### src/rtl/bitwise_pkg.sv
// Shared types and defaults for the multi-cycle bitwise logic unit.
// Optional flag outputs are enabled with BITWISE_FLAGS_EN.
package bitwise_pkg;

  localparam int DEF_WIDTH = 32;
  localparam int DEF_SLICE = 8;

  typedef enum logic [2:0] {
    OP_AND  = 3'b000,
    OP_OR   = 3'b001,
    OP_XOR  = 3'b010,
    OP_NOR  = 3'b011,
    OP_NAND = 3'b100,
    OP_XNOR = 3'b101,
    OP_ANDN = 3'b110,
    OP_PASS = 3'b111
  } op_t;

  typedef enum logic [1:0] {
    IDLE = 2'd0,
    RUN  = 2'd1,
    DONE = 2'd2
  } state_t;

  // Slice counter width: clog2 of the slice count, never narrower than one bit.
  function automatic int cnt_width(input int n);
    return (n > 1) ? $clog2(n) : 1;
  endfunction

endpackage

### src/rtl/bitwise_if.sv
// Request/result handshake bundle for bitwise_unit.
// zero/parity are present only when BITWISE_FLAGS_EN is defined.
interface bitwise_if
  import bitwise_pkg::*;
#(
  parameter int WIDTH = DEF_WIDTH
);

  logic             in_valid;
  logic             in_ready;
  op_t              op;
  logic [WIDTH-1:0] A;
  logic [WIDTH-1:0] B;
  logic             out_valid;
  logic             out_ready;
  logic [WIDTH-1:0] out;
`ifdef BITWISE_FLAGS_EN
  logic             zero;
  logic             parity;

  modport master (
    output in_valid, op, A, B, out_ready,
    input  in_ready, out_valid, out, zero, parity
  );

  modport slave (
    input  in_valid, op, A, B, out_ready,
    output in_ready, out_valid, out, zero, parity
  );
`else
  modport master (
    output in_valid, op, A, B, out_ready,
    input  in_ready, out_valid, out
  );

  modport slave (
    input  in_valid, op, A, B, out_ready,
    output in_ready, out_valid, out
  );
`endif

endinterface

### src/rtl/bitwise_slice.sv
// Combinational SLICE-bit logic operation; one instance is time-shared
// across all slices of the operands.
module bitwise_slice
  import bitwise_pkg::*;
#(
  parameter int SLICE = DEF_SLICE
) (
  input  logic [SLICE-1:0] a,
  input  logic [SLICE-1:0] b,
  input  op_t              op,
  output logic [SLICE-1:0] y
);

  always_comb begin
    y = '0;
    case (op)
      OP_AND:  y = a & b;
      OP_OR:   y = a | b;
      OP_XOR:  y = a ^ b;
      OP_NOR:  y = ~(a | b);
      OP_NAND: y = ~(a & b);
      OP_XNOR: y = ~(a ^ b);
      OP_ANDN: y = a & ~b;
      OP_PASS: y = a;
      default: y = '0;
    endcase
  end

endmodule

### src/rtl/bitwise_unit.sv
// Multi-cycle bitwise logic unit: latches A/B/op, computes one SLICE per
// cycle, then holds the result until taken. Flags via BITWISE_FLAGS_EN.
module bitwise_unit
  import bitwise_pkg::*;
#(
  parameter int WIDTH = DEF_WIDTH,
  parameter int SLICE = DEF_SLICE
) (
  input  logic   clock,
  input  logic   reset_n,
  bitwise_if.slave bus
);

  localparam int N  = WIDTH / SLICE;
  localparam int CW = cnt_width(N);
  localparam int NP = 2 ** CW;
  localparam logic [CW-1:0] CNT_LAST = CW'(N - 1);

  localparam logic [1:0] S_IDLE = IDLE;
  localparam logic [1:0] S_RUN  = RUN;
  localparam logic [1:0] S_DONE = DONE;

  logic [1:0]       state_reg, state_next;
  logic [CW-1:0]    cnt_reg, cnt_next;
  logic [WIDTH-1:0] a_reg, a_next;
  logic [WIDTH-1:0] b_reg, b_next;
  op_t              op_reg, op_next;
  logic [WIDTH-1:0] out_reg, out_next;

  logic [SLICE-1:0] a_sl [NP];
  logic [SLICE-1:0] b_sl [NP];
  logic [SLICE-1:0] y;
  logic [WIDTH-1:0] merged;

  // Operand slice tables padded to a power of two so the counter index is always in range.
  for (genvar gi = 0; gi < NP; gi++) begin : g_sel
    if (gi < N) begin : g_live
      assign a_sl[gi] = a_reg[gi*SLICE +: SLICE];
      assign b_sl[gi] = b_reg[gi*SLICE +: SLICE];
    end else begin : g_pad
      assign a_sl[gi] = '0;
      assign b_sl[gi] = '0;
    end
  end

  bitwise_slice #(.SLICE(SLICE)) u_slice (
    .a  (a_sl[cnt_reg]),
    .b  (b_sl[cnt_reg]),
    .op (op_reg),
    .y  (y)
  );

  // Result with the current slice replaced by the freshly computed one.
  for (genvar gi = 0; gi < N; gi++) begin : g_merge
    assign merged[gi*SLICE +: SLICE] =
      (cnt_reg == CW'(gi)) ? y : out_reg[gi*SLICE +: SLICE];
  end

  always_comb begin
    state_next = state_reg;
    cnt_next   = cnt_reg;
    a_next     = a_reg;
    b_next     = b_reg;
    op_next    = op_reg;
    out_next   = out_reg;
    case (state_reg)
      S_IDLE: begin
        if (bus.in_valid) begin
          a_next     = bus.A;
          b_next     = bus.B;
          op_next    = bus.op;
          cnt_next   = '0;
          out_next   = '0;
          state_next = S_RUN;
        end
      end
      S_RUN: begin
        out_next = merged;
        if (cnt_reg == CNT_LAST) begin
          state_next = S_DONE;
        end else begin
          cnt_next = cnt_reg + 1'b1;
        end
      end
      S_DONE: begin
        if (bus.out_ready) begin
          state_next = S_IDLE;
        end
      end
      default: state_next = S_IDLE;
    endcase
  end

  always_ff @(posedge clock or negedge reset_n) begin
    if (!reset_n) begin
      state_reg <= S_IDLE;
      cnt_reg   <= '0;
      a_reg     <= '0;
      b_reg     <= '0;
      op_reg    <= OP_AND;
      out_reg   <= '0;
    end else begin
      state_reg <= state_next;
      cnt_reg   <= cnt_next;
      a_reg     <= a_next;
      b_reg     <= b_next;
      op_reg    <= op_next;
      out_reg   <= out_next;
    end
  end

  assign bus.in_ready  = (state_reg == S_IDLE);
  assign bus.out_valid = (state_reg == S_DONE);
  assign bus.out       = out_reg;

`ifdef BITWISE_FLAGS_EN
  logic zero_reg, zero_next;
  logic parity_reg, parity_next;

  // Flags come from the complete result on the last RUN edge and then hold.
  always_comb begin
    zero_next   = zero_reg;
    parity_next = parity_reg;
    if (state_reg == S_RUN && cnt_reg == CNT_LAST) begin
      zero_next   = (merged == '0);
      parity_next = ^merged;
    end
  end

  always_ff @(posedge clock or negedge reset_n) begin
    if (!reset_n) begin
      zero_reg   <= 1'b1;
      parity_reg <= 1'b0;
    end else begin
      zero_reg   <= zero_next;
      parity_reg <= parity_next;
    end
  end

  assign bus.zero   = zero_reg;
  assign bus.parity = parity_reg;
`endif

endmodule
### src/flat_wrapper.sv
// flat-port wrapper written by rule: the top's interface ports become plain ports
module bitwise_unit_flat import bitwise_pkg::*;
#(
  parameter int WIDTH = DEF_WIDTH,
  parameter int SLICE = DEF_SLICE
)
  (clock, reset_n, bus_in_valid, bus_op, bus_A, bus_B, bus_out_ready, bus_in_ready, bus_out_valid, bus_out);
  bitwise_if #(.WIDTH(WIDTH)) bus_i ();
  input  logic clock;
  input  logic reset_n;
  input wire logic [$bits(bus_i.in_valid)-1:0] bus_in_valid;
  input wire logic [$bits(bus_i.op)-1:0] bus_op;
  input wire logic [$bits(bus_i.A)-1:0] bus_A;
  input wire logic [$bits(bus_i.B)-1:0] bus_B;
  input wire logic [$bits(bus_i.out_ready)-1:0] bus_out_ready;
  output wire logic [$bits(bus_i.in_ready)-1:0] bus_in_ready;
  output wire logic [$bits(bus_i.out_valid)-1:0] bus_out_valid;
  output wire logic [$bits(bus_i.out)-1:0] bus_out;
  assign bus_i.in_valid = bus_in_valid;
  assign bus_i.op = bus_op;
  assign bus_i.A = bus_A;
  assign bus_i.B = bus_B;
  assign bus_i.out_ready = bus_out_ready;
  assign bus_in_ready = bus_i.in_ready;
  assign bus_out_valid = bus_i.out_valid;
  assign bus_out = bus_i.out;
  bitwise_unit #(.WIDTH(WIDTH), .SLICE(SLICE)) u_core (.clock(clock), .reset_n(reset_n), .bus(bus_i));
endmodule
### config.mk
export PLATFORM = sky130hd
export DESIGN_NAME = bitwise_unit_flat
export DESIGN_NICKNAME = d
export VERILOG_FILES = /design/src/rtl/bitwise_pkg.sv /design/src/rtl/bitwise_if.sv /design/src/rtl/bitwise_slice.sv /design/src/rtl/bitwise_unit.sv /design/src/flat_wrapper.sv
export SDC_FILE = /design/constraint.sdc
export NUM_CORES = 1
export LEC_CHECK = 0
export ABC_CLOCK_PERIOD_IN_PS = 8300
export CORE_MARGIN = 3
export CORE_UTILIZATION = 35
export DETAILED_ROUTE_END_ITERATION = 8
export GPL_TIMING_DRIVEN = 0
export PLACE_DENSITY = 0.65
export SYNTH_ARGS = -nofsm -noshare
export SYNTH_HDL_FRONTEND = slang
export SYNTH_SLANG_ARGS = --single-unit
### constraint.sdc
create_clock -name clock -period 8.3 [get_ports clock]
set_input_delay 1.66 -clock clock [delete_from_list [all_inputs] [get_ports clock]]
set_output_delay 1.66 -clock clock [all_outputs]
set_load 0.01 [all_outputs]
==> flow_summary.toml <==
[layout]
final_cells = 776
antenna_cells = 0
final_cell_mix = "clkdlybuf4s50_1, dfrtp_1, mux2_2"
syn_to_final_growth_pct = 29.7
final_nets = 659
drive_gt1_frac = 0.257
fillerInstances = 1385

[worst_hold_path]
min_to = "u_core.bus.out[1]"
hp-start = "u_core.bus.out[1]"
hp-class = "register to register"
worstHoldPathCells = 2

[yosys]
seq_area_frac_synth = 0.470
synth_top_family_by_area = "multiplexers"
postSynthAreaPerCell_um2 = 12.4
synth_async_sr_flop_share = 1.00
synth_cells = 444
synth_cell_types = 55
synth_fp_nets = 543
synth-main-ff-cell = "dfrtp_1"
ys_ff_latch = 103
synthAdderAreaFrac = 0.0639
syn_area_mm2 = 0.00549
synthMuxAreaShare = 0.248
synthSimpleGateAreaFrac = 0.0702
synth_xor_area_frac = 0
synth_edf_count = 0
yosys_warnings = 0
synth_compound_area_frac = 0.0992

[cts]
clk_pin_slew_ns = 0.07
root_buffer = "clkbuf_16"
insertion_delay_ns = 0.35
cts_sinks = 103
holdBufCountCts = 0
cts_setup_buffers = 0
htreeDepth = 3
cts_inserted_buffers = 9
cts_resized = 0
cts_tree = "built"
clk_path_buf_depth = 2

[timing]
setup_tns_ns = 0
fmax_mhz = 277
tightest_slew_ns = 0.754
maxSlewViolCount = 0
finalCritPeriodShare = 0.434
slew_headroom = 0.491
fin_ws_ns = 4.70
clock_skew_ns = 0.00857
setup_violations = 0
hold_ws_ns = 0.481
fin_crit_ns = 3.60
rsz0062_at_grt = "false"
hold_violations = 0

[grt]
grt_max_degree = 53
grt_pass1_wl_mm = 22.8
antenna_found_initial = 0
grt_pass1_vias = 4215
grt_usage = 0.167
gr-total-overflow = 0

[setup_path]
rrSetupSlack_ns = 4.70
rr_worst_depth = 9
timing.rr.end = "u_core.bus.out[12]"
path_max_fanout = 10
crit_arrival_ns = 3.84
r2r_start = "u_core.cnt_reg[1]"
cp_data_required_time_ns = 8.54
cp-end-kind = "register"
worstSetupPathType = "register to register"
cp_cell_sequence = "clkbuf_1, clkbuf_1, mux4_2, inv_1, ha_1, mux2_2, a221oi_1, a31oi_1, mux2_2"
crit_path_start_kind = "register"
critPathMaxStageDelay_ns = 0.61
worst_path_max_delay_cell = "clkbuf_1"

[power_and_ir_drop]
power_density_mw_per_mm2 = 419
peakVddDrop_uv = 177
p_leak_nw = 3.06
finalPower_mw = 2.98

[detailed_routing]
finalWirelength_mm = 13.9
drc = 0
antenna_left = 0
vias_per_cell = 5.07
drt_first_pass_iters = 4
drt_iter0_drc = 262
wl_per_cell_um = 17.9
num_vias = 3936

[die]
die_y_um = 131
coreArea_mm2 = 0.0153
ios = 105
num_rows = 45
chipWidth_um = 131
start_util = 0.360
die_area_mm2 = 0.0172

[placement]
place_ws_ns = 4.54
port_buffers = 104
place_congestion = 0.871
dpl.cell_count = 760
dpl.hpwl_mm = 10.6

[flow_run]
max-cap-violations = 0

[outcome]
status = "complete, no violations"
final cells by class:
class / instances / area (um2) / share of cell area
Clock inverter: 7 / 72.6 / 0.0102
Tap cell: 211 / 264 / 0.0371
Multi-Input combinational cell: 289 / 2640 / 0.371
Buffer: 29 / 183 / 0.0257
Clock buffer: 9 / 225 / 0.0317
Timing Repair Buffer: 105 / 1070 / 0.150
Sequential cell: 103 / 2580 / 0.362
Inverter: 23 / 86.3 / 0.0121
worst max path at each step:
stage,from,endpoint,slack (ns),cells past startpoint
4_1_cts,u_core.cnt_reg[0],u_core.bus.out[12],4.74,10
2_1_floorplan,u_core.cnt_reg[0],u_core.bus.out[12],5.39,10
6_report,u_core.cnt_reg[1],u_core.bus.out[12],4.70,9
3_5_place_dp,bus_in_valid,u_core.a_reg[16],4.54,6
5_1_grt,u_core.cnt_reg[0],u_core.bus.out[12],4.53,10
3_3_place_gp,reset_n,u_core.b_reg[21],1.85,1
synth_stat cells, types with 3 or more instances:
cell type	number	area (um2)
nand4b_1	3	26.3
nand2b_1	5	31.3
inv_1	23	86.3
dfrtp_1	103	2580
buf_6	5	56.3
mux2_2	87	980
clkbuf_1	4	15.0
o41ai_1	4	35.0
nor2_1	5	18.8
nand2_1	30	113
o21bai_1	4	30.0
buf_2	17	85.1
a221oi_1	3	26.3
ha_1	28	350
a31oi_1	6	37.5
a21oi_1	11	55.1
nor2b_1	6	37.5
o31ai_1	4	30.0
mux2i_1	17	170
or4_1	3	22.5
mux4_2	8	180
a2bb2oi_1	3	26.3
and4b_1	4	40.0
o21ai_0	22	110
logic make-up (layout without fill, tap and decap cells):
family	after synthesis	after routing
AOI/OAI and AO/OA	78	78
muxes	114	114
and+or+nand+nor	69	69
buffers and inverters	52	173
adders and majority gates	28	28
DFF	103	103
power by group:
part	total [mW]	switching, mW	leakage, nW	internal (mW)
sequential	0.874	0.129	1.25	0.745
clock	0.423	0.188	0.142	0.234
combinational	1.68	0.858	1.67	0.826
metal layers:
| layer | vias up | GRT usage | wire length, um |
|---|---|---|---|
| li1 | 1855 | - | - |
| met1 | 1956 | 0.221 | 6250 |
| met2 | 108 | 0.266 | 6590 |
| met3 | 17 | 0.0410 | 749 |
| met4 | 0 | 0.0630 | 281 |
| met5 | - | 0 | 0 |
through the flow:
| step | cell area, um2 | utilization |
|---|---|---|
| final | 7110 | 0.466 |
| after global routing | 7110 | 0.466 |
| after CTS | 7110 | 0.466 |
| after detailed placement | 6820 | 0.447 |
| after global placement | 6790 | 0.445 |
| after floorplan | 5490 | - |
worst max-delay path: cells and delay by family (launching register included):
family / cells / cell delay (ns)
flops: 1 / 0.39
mux: 3 / 1.06
buf+inv: 3 / 1.16
fa+ha+maj: 1 / 0.25
compound gates: 2 / 0.64
No activity file was read; power rests on OpenSTA's default activity.
